<file path="src/rtl/mem_and_wb_pkg.sv">
// Shared constants and opcode encoding for the 8-bit core pipeline stages and benches.
package mem_and_wb_pkg;

  localparam int DATA_W     = 8;
  localparam int ADDR_W     = 8;
  localparam int REG_ADDR_W = 3;
  localparam int WB_CNT_W   = 16;

  typedef enum logic [3:0] {
    OP_LDI = 4'd0,
    OP_LDD = 4'd1,
    OP_STD = 4'd2,
    OP_ADD = 4'd3,
    OP_SUB = 4'd4,
    OP_AND = 4'd5,
    OP_OR  = 4'd6,
    OP_XOR = 4'd7,
    OP_SHL = 4'd8,
    OP_SHR = 4'd9
  } opcode_e;

endpackage

</file>
<file path="src/rtl/mem_and_wb_dmem_sp256.sv">
// Single-port 256x8 data memory: synchronous write, combinational read of the
// pre-edge contents, so a same-edge read sees the old word (read-before-write).
module dmem_sp256
  import mem_and_wb_pkg::*;
#(
  parameter int DW = DATA_W,
  parameter int AW = ADDR_W
) (
  input  logic          clk,
  input  logic          we_i,
  input  logic [AW-1:0] addr_i,
  input  logic [DW-1:0] wdata_i,
  output logic [DW-1:0] rdata_o
);

  logic [DW-1:0] mem_q [2**AW];

  always_ff @(posedge clk) begin
    if (we_i) mem_q[addr_i] <= wdata_i;
  end

  assign rdata_o = mem_q[addr_i];

endmodule

</file>
<file path="src/rtl/mem_and_wb.sv">
// Memory-access / write-back stage: owns the data memory, returns the register-file
// write port one clock later. Optional memory-mapped I/O port when DMEM_IO_EN is defined.
module mem_and_wb
  import mem_and_wb_pkg::*;
#(
  parameter int DW  = DATA_W,
  parameter int AW  = ADDR_W,
  parameter int RAW = REG_ADDR_W
`ifdef DMEM_IO_EN
  ,
  parameter logic [AW-1:0] IO_OUT_ADDR = 8'hFF,
  parameter logic [AW-1:0] IO_IN_ADDR  = 8'hFE
`endif
) (
  input  logic                clk,
  input  logic                rst,
  input  logic                regwrite_in,
  input  logic                mem_read_in,
  input  logic                mem_write_in,
  input  logic                mem_to_reg_in,
  input  logic [DW-1:0]       alu_result_in,
  input  logic [DW-1:0]       write_data_to_memory_in,
  input  logic [RAW-1:0]      rd_address_in,
  output logic                regwrite,
  output logic [DW-1:0]       write_data,
  output logic [RAW-1:0]      write_addr,
  output logic [WB_CNT_W-1:0] wb_count
`ifdef DMEM_IO_EN
  ,
  input  logic [DW-1:0]       io_in,
  output logic [DW-1:0]       io_out
`endif
);

  logic                regwrite_q,   regwrite_d;
  logic [DW-1:0]       write_data_q, write_data_d;
  logic [RAW-1:0]      write_addr_q, write_addr_d;
  logic [WB_CNT_W-1:0] wb_count_q,   wb_count_d;

  logic [AW-1:0] mem_addr;
  logic [DW-1:0] dmem_rdata;
  logic [DW-1:0] load_data;
  logic          dmem_we;
  logic          is_load;

  assign mem_addr = alu_result_in[AW-1:0];
  // A store presented while reset is asserted must not land in memory.
  assign dmem_we  = mem_write_in & rst;
  // Illegal read+write resolves to the store; the read is dropped.
  assign is_load  = mem_read_in & mem_to_reg_in & ~mem_write_in;

  dmem_sp256 #(.DW(DW), .AW(AW)) u_dmem (
    .clk     (clk),
    .we_i    (dmem_we),
    .addr_i  (mem_addr),
    .wdata_i (write_data_to_memory_in),
    .rdata_o (dmem_rdata)
  );

`ifdef DMEM_IO_EN
  logic [DW-1:0] io_out_q, io_out_d;

  always_comb begin
    load_data = dmem_rdata;
    if (mem_addr == IO_IN_ADDR) load_data = io_in;
    io_out_d = io_out_q;
    if (mem_write_in && (mem_addr == IO_OUT_ADDR)) io_out_d = write_data_to_memory_in;
  end

  always_ff @(posedge clk) begin
    if (!rst) io_out_q <= '0;
    else      io_out_q <= io_out_d;
  end

  assign io_out = io_out_q;
`else
  assign load_data = dmem_rdata;
`endif

  always_comb begin
    regwrite_d   = regwrite_in;
    write_data_d = '0;
    write_addr_d = '0;
    wb_count_d   = wb_count_q;
    if (regwrite_in) begin
      write_addr_d = rd_address_in;
      write_data_d = is_load ? load_data : alu_result_in;
      wb_count_d   = wb_count_q + 1'b1;
    end
  end

  always_ff @(posedge clk) begin
    if (!rst) begin
      regwrite_q   <= 1'b0;
      write_data_q <= '0;
      write_addr_q <= '0;
      wb_count_q   <= '0;
    end else begin
      regwrite_q   <= regwrite_d;
      write_data_q <= write_data_d;
      write_addr_q <= write_addr_d;
      wb_count_q   <= wb_count_d;
    end
  end

  assign regwrite   = regwrite_q;
  assign write_data = write_data_q;
  assign write_addr = write_addr_q;
  assign wb_count   = wb_count_q;

endmodule

</file>
<file path="config.mk">
export PLATFORM = sky130hd
export DESIGN_NAME = mem_and_wb
export DESIGN_NICKNAME = d
export VERILOG_FILES = /design/src/rtl/mem_and_wb_pkg.sv /design/src/rtl/mem_and_wb_dmem_sp256.sv /design/src/rtl/mem_and_wb.sv
export SDC_FILE = /design/constraint.sdc
export NUM_CORES = 2
export LEC_CHECK = 0
export CORE_MARGIN = 4
export CORE_UTILIZATION = 45
export CTS_BUF_LIST = sky130_fd_sc_hd__clkbuf_4 sky130_fd_sc_hd__clkbuf_8
export DETAILED_ROUTE_END_ITERATION = 16
export PLACE_DENSITY = 0.66
export SLEW_MARGIN = 5
export SYNTH_ARGS = -nofsm -noshare
export SYNTH_HDL_FRONTEND = slang
export SYNTH_SLANG_ARGS = --single-unit
</file>
<file path="constraint.sdc">
create_clock -name clk -period 4.3 [get_ports clk]
set_clock_uncertainty 0.05 [all_clocks]
set_input_delay 1.075 -clock clk [delete_from_list [all_inputs] [get_ports clk]]
set_output_delay 1.075 -clock clk [all_outputs]
set_load 0.01 [all_outputs]
</file>
==> metrics <==
status complete, no violations; total track usage 0.224; antenna violations before repair 6; starting density of the core 0.452; crit path DAT 4.25 ns; Die H 431 µm; num ports 53; most frequent cells in the layout 2048 x edfxtp_1, 510 x mux4_2, 495 x buf_4; # setup viols final 0; vias in the first global route 42.1k; Max Cap Violations 0; CP max FO 24; Max VDD drop 0.000363 V; Final period util 0.776; Synth cell types 58; post-route ant nets 0; pwr/cell area 434 nW/µm²; routed wire length 209 mm; Max Clk Rate 300 MHz; clk buf depth 4; Final WS setup 0.965 ns; Synth Warn # 0; sequential share of the synthesized area 0.769; hold crit path type register to register; Root Buffer clkbuf_8; DR iter-0 viols 5100; Synth async-reset ratio 0; Post-synth EDFFs 2048; TritonCTS sink count 2076; Mapped Area 80700 µm²; die area 186000 µm²; CTS tree built; Seq cells post-synth 2076; WL/cell 29.5 µm; Synth Flop Type edfxtp_1; post-cts resize count 0; sequence of cells on the critical path buf_4, or3_1, o22ai_1, or3_1, nor4_1, a31oi_1, a211oi_1, buf_4, o221a_1; Rows 155; Syn Nets 3858; Critical Path RT 5.21 ns; Hold WS 0.465 ns; Worst setup SP type input pin; H-tree depth 5; GR Overflow Total 0; pre-CTS setup slack -0.0710 ns; post-DP HPWL 133 mm; CTS buffer count 334; RD Place Congestion 0.869; DRC 0; commonest non-fill, non-tap cell in the layout edfxtp_1; Crit Path Class input pin to register; clock-pin slew on the worst setup and hold paths 0.06 ns; Critical Path Max Stage Delay 0.56 ns; Die Wd 431 µm; FILL cells 13.9k; via count 42.2k; Max Slew Vio Count 0; crit end category register; Final nets 4544; CP max-delay cell nor4_1; Clock Latency Late Sink 1.00 ns; Mapped Cells 3832; Mean Syn Cell Area 21.1 µm²; share of cells above drive strength 1 0.333; crit path time final 3.34 ns; area growth from synthesis to layout 16.4%; Buffers on Ports 52; Setup Fix Bufs, Post-CTS 0; DR vias/cell 5.94; worst-margin pin slew 1.18 ns; First-pass DRT Iterations 6; leakage power 30.4 nW; Hold Violations, Final 0; Slew headroom 0.211; total core area 178000 µm²; RSZ-0062 raised after global routing false; # hold bufs at CTS 0; first-pass GRT wire length 302 mm; largest net degree at the start of global routing 142
==> flip-flops by register name, indices dropped and copies added (netlist names) <==
name and flops:
regwrite 1, write_data 8, write_addr 3, u_dmem.mem_q 2048, wb_count 16
==> Yosys cell counts, types with 14 or more instances <==
cell type     n  area share
nand4_1      23      0.0018
nor2_1      251       0.012
buf_4        47      0.0044
a32oi_1      42      0.0046
dfxtp_1      28      0.0069
nor2b_1      24      0.0019
nor3_1       79      0.0049
clkbuf_1     98      0.0046
o22ai_1      36      0.0028
a22oi_1      21      0.0020
o21ai_0      24      0.0015
buf_2        76      0.0047
edfxtp_1   2048        0.76
nand3_1      35      0.0022
mux4_2      510        0.14
and2_1       14      0.0011
a21oi_1      28      0.0017
nand2_1     152      0.0071
mux2i_1     134       0.017
==> kinds of logic after synthesis <==
logic type,synth area share
muxes,0.160
and+or+nand+nor,0.0350
buffers and inverters,0.0156
xor gates and xnor gates,0.00130
AOI/OAI and AO/OA,0.0188
adders and majority gates,0.000155
DFF,0.769
==> area by class of cell <==
type	instances	area, µm²	share of cell area
sequential	2076	62100	0.661
inverter	3	13.8	0.000147
tap	2355	2950	0.0314
multi-input combinational	1511	17400	0.185
clock buffer	453	5550	0.0591
timing repair buffer	592	5180	0.0552
clock inverter	110	734	0.00782
antenna	8	20.0	0.000213
==> through the flow <==
step | utilization | setup TNS (ns) | total power [W] | instances | area [µm²]
after floorplan | - | 0 | 0.0238 | 3832 | 80700
after global placement | 0.491 | -0.0686 | 0.0248 | 6537 | 87600
after detailed placement | 0.491 | -0.0784 | 0.0248 | 6537 | 87600
after CTS | 0.526 | 0 | 0.0411 | 7100 | 93900
after global routing | 0.526 | 0 | 0.0421 | 7101 | 93900
final | 0.526 | 0 | 0.0408 | 7108 | 93900
==> metal layers <==
layer  vias to the layer above  part of all wire  global-route usage
li1                      17300                 -                   -
met1                     22200              0.40               0.315
met2                      2297              0.48               0.353
met3                       414             0.091              0.0451
met4                         0             0.035              0.0795
met5                         -                 0                   0
==> final timing paths <==
kind / end / slack (ns) / from / cells after the start
setup / recovery: write_data[2]$_SDFF_PN0_ / 0.96 / alu_result_in[2] / 9
hold / removal: wb_count[7]$_SDFFE_PN0P_ / 0.46 / wb_count[7]$_SDFFE_PN0P_ / 2
setup reg to reg: write_data[2]$_SDFF_PN0_ / 1.46 / u_dmem.mem_q[19][2]$_DFFE_PP_ / 8
hold reg to reg: wb_count[7]$_SDFFE_PN0P_ / 0.46 / wb_count[7]$_SDFFE_PN0P_ / 2
==> worst max-delay path, delay by kind of cell <==
kind	cells	cell delay, ns
AND/OR/NAND/NOR	3	1.40
AO/OA/AOI/OAI	4	1.07
buffers and inverters	2	0.62
==> power by group <==
part / switching (W) / internal [W] / total, W
Combinational: 0.00134 / 0.000801 / 0.00214
Sequential: 0.0000145 / 0.0223 / 0.0223
Clock: 0.00744 / 0.00891 / 0.0163
Total: 0.00879 / 0.0320 / 0.0408
(Power assumes the default switching activity.)
